===== src/rtl/lsu_mem_ctrl.sv =====
// RV32I load/store unit in front of a word-only memory: sub-word stores via read-modify-write.
// Optional statistics counters are enabled with LSU_STATS_EN.
module lsu_mem_ctrl #(
   parameter int unsigned MEM_WORDS = 256,
   parameter int unsigned STAT_W    = 16
) (
   input  logic              clk,
   input  logic              rst,
   input  logic              req_valid,
   output logic              req_ready,
   input  logic              req_we,
   input  logic [2:0]        req_funct3,
   input  logic [31:0]       req_addr,
   input  logic [31:0]       req_wdata,
   output logic              rsp_valid,
   output logic [31:0]       rsp_rdata,
   output logic              rsp_fault,
   output logic              mem_MemRW,
   output logic [31:0]       mem_addr,
   output logic [31:0]       mem_wdata,
   input  logic [31:0]       mem_rdata,
   output logic [STAT_W-1:0] stat_loads,
   output logic [STAT_W-1:0] stat_stores,
   output logic [STAT_W-1:0] stat_faults
);

   localparam logic [32:0] MEM_BYTES = 33'(MEM_WORDS) << 2;

   typedef enum logic [2:0] {IDLE, RD, RMW_RD, WR, RESP} state_t;

   state_t      state;
   logic        we_q;
   logic [2:0]  f3_q;
   logic [31:0] addr_q;
   logic [31:0] wdata_q;
   logic [31:0] merged_q;

   logic        misaligned;
   logic        illegal;
   logic        out_of_range;
   logic        req_fault;
   logic [4:0]  lane_sh;
   logic [31:0] rd_shifted;
   logic [31:0] ld_ext;
   logic [31:0] lane_mask;
   logic [31:0] merge_word;

   always_comb begin
      misaligned = 1'b0;
      case (req_funct3)
         3'b001, 3'b101: misaligned = req_addr[0];
         3'b010:         misaligned = |req_addr[1:0];
         default:        misaligned = 1'b0;
      endcase
      if (req_we)
         illegal = !(req_funct3 inside {3'b000, 3'b001, 3'b010});
      else
         illegal = (req_funct3 == 3'b011) || (req_funct3[2:1] == 2'b11);
      out_of_range = ({1'b0, req_addr} >= MEM_BYTES);
      req_fault    = misaligned || illegal || out_of_range;
   end

   // Halfword accesses are aligned, so one byte-granular shift serves both widths.
   always_comb begin
      lane_sh    = {addr_q[1:0], 3'b000};
      rd_shifted = mem_rdata >> lane_sh;
      case (f3_q)
         3'b000:  ld_ext = {{24{rd_shifted[7]}}, rd_shifted[7:0]};
         3'b100:  ld_ext = {24'h000000, rd_shifted[7:0]};
         3'b001:  ld_ext = {{16{rd_shifted[15]}}, rd_shifted[15:0]};
         3'b101:  ld_ext = {16'h0000, rd_shifted[15:0]};
         default: ld_ext = mem_rdata;
      endcase
      lane_mask  = (f3_q[0] ? 32'h0000_FFFF : 32'h0000_00FF) << lane_sh;
      merge_word = (mem_rdata & ~lane_mask)
                 | (((f3_q[0] ? {16'h0000, wdata_q[15:0]} : {24'h000000, wdata_q[7:0]})
                     << lane_sh) & lane_mask);
   end

   always_ff @(posedge clk or posedge rst) begin
      if (rst) begin
         state     <= IDLE;
         req_ready <= 1'b1;
         we_q      <= 1'b0;
         f3_q      <= '0;
         addr_q    <= '0;
         wdata_q   <= '0;
         merged_q  <= '0;
         rsp_valid <= 1'b0;
         rsp_fault <= 1'b0;
         rsp_rdata <= '0;
      end else begin
         case (state)
            IDLE: begin
               if (req_valid) begin
                  we_q      <= req_we;
                  f3_q      <= req_funct3;
                  addr_q    <= req_addr;
                  wdata_q   <= req_wdata;
                  req_ready <= 1'b0;
                  if (req_fault) begin
                     state     <= RESP;
                     rsp_valid <= 1'b1;
                     rsp_fault <= 1'b1;
                     rsp_rdata <= '0;
                  end else if (!req_we) begin
                     state <= RD;
                  end else if (req_funct3 == 3'b010) begin
                     state <= WR;
                  end else begin
                     state <= RMW_RD;
                  end
               end
            end
            RD: begin
               rsp_rdata <= ld_ext;
               rsp_valid <= 1'b1;
               rsp_fault <= 1'b0;
               state     <= RESP;
            end
            RMW_RD: begin
               merged_q <= merge_word;
               state    <= WR;
            end
            WR: begin
               rsp_rdata <= '0;
               rsp_valid <= 1'b1;
               rsp_fault <= 1'b0;
               state     <= RESP;
            end
            RESP: begin
               rsp_valid <= 1'b0;
               rsp_fault <= 1'b0;
               req_ready <= 1'b1;
               state     <= IDLE;
            end
            default: begin
               state     <= IDLE;
               req_ready <= 1'b1;
               rsp_valid <= 1'b0;
               rsp_fault <= 1'b0;
            end
         endcase
      end
   end

   // Decoded from state so an async reset in WR drops the write strobe at once.
   assign mem_MemRW = (state == WR);
   assign mem_addr  = {addr_q[31:2], 2'b00};
   assign mem_wdata = (state == WR) ? ((f3_q == 3'b010) ? wdata_q : merged_q) : '0;

`ifdef LSU_STATS_EN
   logic [STAT_W-1:0] n_loads;
   logic [STAT_W-1:0] n_stores;
   logic [STAT_W-1:0] n_faults;

   always_ff @(posedge clk or posedge rst) begin
      if (rst) begin
         n_loads  <= '0;
         n_stores <= '0;
         n_faults <= '0;
      end else if (state == RESP) begin
         if (rsp_fault)
            n_faults <= n_faults + STAT_W'(1);
         else if (we_q)
            n_stores <= n_stores + STAT_W'(1);
         else
            n_loads  <= n_loads + STAT_W'(1);
      end
   end

   assign stat_loads  = n_loads;
   assign stat_stores = n_stores;
   assign stat_faults = n_faults;
`else
   assign stat_loads  = '0;
   assign stat_stores = '0;
   assign stat_faults = '0;
`endif

endmodule


===== config.mk =====
export PLATFORM = sky130hd
export DESIGN_NAME = lsu_mem_ctrl
export DESIGN_NICKNAME = d
export VERILOG_FILES = /design/src/rtl/lsu_mem_ctrl.sv
export SDC_FILE = /design/constraint.sdc
export NUM_CORES = 1
export LEC_CHECK = 0
export ABC_CLOCK_PERIOD_IN_PS = 10100
export CORE_UTILIZATION = 51
export CTS_BUF_LIST = sky130_fd_sc_hd__clkbuf_4
export CTS_CLUSTER_DIAMETER = 40
export CTS_CLUSTER_SIZE = 14
export DETAILED_ROUTE_END_ITERATION = 10
export PLACE_DENSITY = 0.88
export SLEW_MARGIN = 5
export SYNTH_ARGS = -nofsm -noshare
export SYNTH_HDL_FRONTEND = slang
export SYNTH_SLANG_ARGS = --single-unit

===== constraint.sdc =====
create_clock -name clk -period 10.1 [get_ports clk]
set_clock_uncertainty 0.1 [all_clocks]
set_input_delay 1.515 -clock clk [delete_from_list [all_inputs] [get_ports clk]]
set_output_delay 1.515 -clock clk [all_outputs]
set_load 0.005 [all_outputs]

==> impl_metrics.prom <==
# TYPE chip_impl_metric gauge
chip_impl_metric{name="timing.setup.tns",unit="ns"} 0
chip_impl_metric{name="max-clock-path-buffers",unit=""} 2
chip_impl_metric{name="grt_start_max_net_pins",unit=""} 75
chip_impl_metric{name="via_count",unit=""} 6308
chip_impl_metric{name="slew_viol_final",unit=""} 0
chip_impl_metric{name="reg2reg_slack",unit="ns"} 7.44
chip_impl_metric{name="flow.area_growth_from_synthesis",unit="%"} 25.52
chip_impl_metric{name="crit_arrival",unit="ns"} 3.62
chip_impl_metric{name="fp.dieArea",unit="mm2"} 0.01522
chip_impl_metric{name="crit_required",unit="ns"} 8.49
chip_impl_metric{name="drtIter0Drc",unit=""} 550
chip_impl_metric{name="grt_overflow",unit=""} 0
chip_impl_info{name="synthDominantAreaCellType",value="dfrtp_1"} 1
chip_impl_metric{name="cts_resized",unit=""} 0
chip_impl_metric{name="grt_pass1_vias",unit=""} 6067
chip_impl_metric{name="synthesized_instance_count",unit=""} 803
chip_impl_metric{name="report.final.hold_viol_count",unit=""} 0
chip_impl_metric{name="global_route.usage.total",unit="%"} 27.77
chip_impl_metric{name="worst_ir_drop_vdd",unit="uV"} 88.69
chip_impl_metric{name="die_width",unit="um"} 123.4
chip_impl_info{name="worstSetupPathType",value="reg2out"} 1
chip_impl_metric{name="cts_hold_buf",unit=""} 0
chip_impl_metric{name="timing.final.setup_violations",unit=""} 0
chip_impl_metric{name="synthArstFlopShare",unit="%"} 100.0
chip_impl_metric{name="number_of_clock_buffers_inserted_by_tritoncts",unit=""} 17
chip_impl_metric{name="netlist_area",unit="mm2"} 0.007515
chip_impl_metric{name="grt_antenna_before_repair",unit=""} 0
chip_impl_metric{name="max_cap_viol_count",unit=""} 0
chip_impl_info{name="synthTopCellsByArea",value="dfrtp_1, mux2_2, buf_4"} 1
chip_impl_metric{name="placed_cells",unit=""} 1106
chip_impl_info{name="setup_repair_after_global_routing_missed_its_margin",value="false"} 1
chip_impl_metric{name="cts_h_tree_depth",unit=""} 4
chip_impl_metric{name="initial_utilization",unit="%"} 53.11
chip_impl_metric{name="post-route-drc-count",unit=""} 0
chip_impl_metric{name="yosysTopAreaCellShare",unit="%"} 45.29
chip_impl_metric{name="number_of_clock_sinks",unit=""} 137
chip_impl_metric{name="wl_per_cell",unit="um"} 18.01
chip_impl_info{name="hold_class",value="reg2reg"} 1
chip_impl_info{name="synth_ff_type",value="dfrtp_1"} 1
chip_impl_info{name="holdPathEnd",value="rsp_fault$_DFFE_PP0P_"} 1
chip_impl_metric{name="antennaDiodeCount",unit=""} 0
chip_impl_metric{name="ant_nets",unit=""} 0
chip_impl_metric{name="syn_avg_cell_area",unit="um2"} 9.358
chip_impl_metric{name="count_of_flip_flops_with_a_built_in_enable_after_synthesis",unit=""} 0
chip_impl_info{name="cts_tree",value="done"} 1
chip_impl_info{name="worstSetupEndpointType",value="output port"} 1
chip_impl_metric{name="yosys_warnings",unit=""} 0
chip_impl_metric{name="port_buffers",unit=""} 200
chip_impl_metric{name="first_pass_iters",unit=""} 5
chip_impl_metric{name="clk_slew_on_worst_s_h_paths",unit="ns"} 0.10
chip_impl_info{name="critical_path.reg2reg.startpoint",value="state[0]$_DFFE_PP0P_"} 1
chip_impl_metric{name="nNetsFinal",unit=""} 1048
chip_impl_info{name="terminus_of_the_critical_flop_to_flop_path",value="wdata_q[22]$_DFFE_PP0P_"} 1
chip_impl_metric{name="rows",unit=""} 43
chip_impl_metric{name="die_y",unit="um"} 123.4
chip_impl_metric{name="crit_fanout",unit=""} 33
chip_impl_metric{name="reg2reg_depth",unit=""} 5
chip_impl_metric{name="worst-slew-pin-transition",unit="ns"} 1.267
chip_impl_metric{name="finish.instance_area",unit="mm2"} 0.009433
chip_impl_metric{name="ys_seq_area_share",unit="%"} 45.64
chip_impl_metric{name="layout.cells.non_filler",unit=""} 1137
chip_impl_metric{name="grt_first_pass_wirelength",unit="um"} 31390
chip_impl_info{name="critPathLaunchType",value="flop"} 1
chip_impl_metric{name="yosys.cell_types.count",unit=""} 47
chip_impl_metric{name="slew_headroom",unit="%"} 15.53
chip_impl_metric{name="cts_post_setup_buffers_inserted",unit=""} 0
chip_impl_metric{name="power_per_cell_area",unit="mW/mm2"} 141.9
chip_impl_info{name="clock_tree.root_cell",value="clkbuf_4"} 1
chip_impl_metric{name="totalPowerFinal",unit="mW"} 1.339
chip_impl_info{name="timing.hold.worst.start",value="rsp_fault$_DFFE_PP0P_"} 1
chip_impl_metric{name="layout_cell_share_with_drive_strength_beyond_1",unit="%"} 12.54
chip_impl_metric{name="post-route-period-util",unit="%"} 51.85
chip_impl_metric{name="core_area",unit="mm2"} 0.01415
chip_impl_info{name="final_common_cell",value="clkdlybuf4s50_1"} 1
chip_impl_metric{name="leakage",unit="nW"} 4.131
chip_impl_info{name="layout_common_cells",value="clkdlybuf4s50_1, nand2_1, dfrtp_1"} 1
chip_impl_metric{name="routed_via_density",unit=""} 5.548
chip_impl_metric{name="register_bit_count_reported_by_yosys",unit=""} 137
chip_impl_metric{name="place_congestion",unit=""} 0.9395
chip_impl_metric{name="io-pin-count",unit=""} 251
chip_impl_metric{name="place.detailed.hpwl",unit="um"} 14900
chip_impl_metric{name="dpl-instance-area",unit="mm2"} 0.009115
chip_impl_metric{name="drt-total-wl",unit="um"} 20480
chip_impl_metric{name="worstSkewPairLatency",unit="ns"} 0.56
chip_impl_metric{name="achievable-frequency",unit="GHz"} 0.1909
chip_impl_metric{name="min_period",unit="ns"} 5.237
chip_impl_metric{name="layout.core_utilization",unit="%"} 66.66
chip_impl_metric{name="holdPathStages",unit=""} 1
chip_impl_info{name="outcome",value="finished clean"} 1
==> registers in the layout, summed over array words and instances (netlist names) <==
signal     count
addr_q        32
merged_q      32
rsp_rdata     32
wdata_q       32
f3_q           3
state          3
req_ready      1
rsp_fault      1
rsp_valid      1
==> kinds of logic after synthesis <==
logic type | after synthesis | share of synthesized area (%)
flops | 137 | 45.64
compound gates | 187 | 15.82
simple gates | 258 | 15.07
mux | 77 | 11.27
other cells | 1 | 0.04990
buf+inv | 143 | 12.15
==> synth_stat cells, types with 2 or more instances <==
cell type,n
a211oi_1,4
a21oi_1,64
a22oi_1,15
and2_1,3
buf_2,13
buf_4,83
buf_6,5
clkbuf_1,31
dfrtp_1,136
inv_1,10
mux2_2,61
mux2i_1,16
nand2_1,157
nand2b_1,4
nand3_1,2
nor2_1,50
nor2b_1,21
nor3_1,9
nor4_1,3
nor4_2,2
o211ai_1,3
o211ai_2,4
o21ai_0,54
o21ai_1,9
o221ai_1,8
o22ai_1,6
o22ai_2,10
==> through the flow <==
stage                     setup WS [ns]  hold WS [ns]
after floorplan                   4.819        0.3497
after global placement            5.497        0.3608
after detailed placement          5.494        0.3705
after CTS                         4.866        0.3949
after global routing              4.616        0.4072
final                             4.863        0.3881
==> final cells by class <==
type | instances | area [um2]
fill | 1124 | 4717
sequential | 137 | 3430
multi-input combinational | 572 | 3363
timing repair buffer | 207 | 2054
tap | 180 | 225.2
clock inverter | 13 | 182.7
clock buffer | 18 | 135.1
inverter | 10 | 42.54
==> power by group <==
group          internal [mW]  switching, mW
sequential             0.589         0.0434
combinational          0.147          0.149
clock                  0.217          0.193
==> critical path, stage by stage, from the launching register on <==
cell	delay, ns
dfrtp_1	1.00
and2_1	1.09
nand2_1	0.22
a21oi_1	0.20
clkdlybuf4s50_1	0.56
==> layer usage <==
| layer | GRT usage (%) | share of wire, % | up-vias |
|---|---|---|---|
| li1 | - | - | 2909 |
| met5 | 0 | 0 | - |
| met4 | 10.09 | 2.3 | 0 |
| met1 | 35.50 | 41 | 3008 |
| met3 | 8.810 | 9.9 | 43 |
| met2 | 44.13 | 47 | 348 |
==> how the worst max path moves through the flow <==
stage,start,cells past startpoint,to
finish,f3_q[1]$_DFFE_PP0P_,4,mem_wdata[12]
floorplan,rst,1,addr_q[0]$_DFFE_PP0P_
detailed placement,f3_q[1]$_DFFE_PP0P_,4,mem_wdata[12]
global placement,f3_q[1]$_DFFE_PP0P_,4,mem_wdata[15]
global route,f3_q[1]$_DFFE_PP0P_,4,mem_wdata[10]
CTS,f3_q[1]$_DFFE_PP0P_,4,mem_wdata[12]
Note: power is estimated with default switching activity, not from simulation.
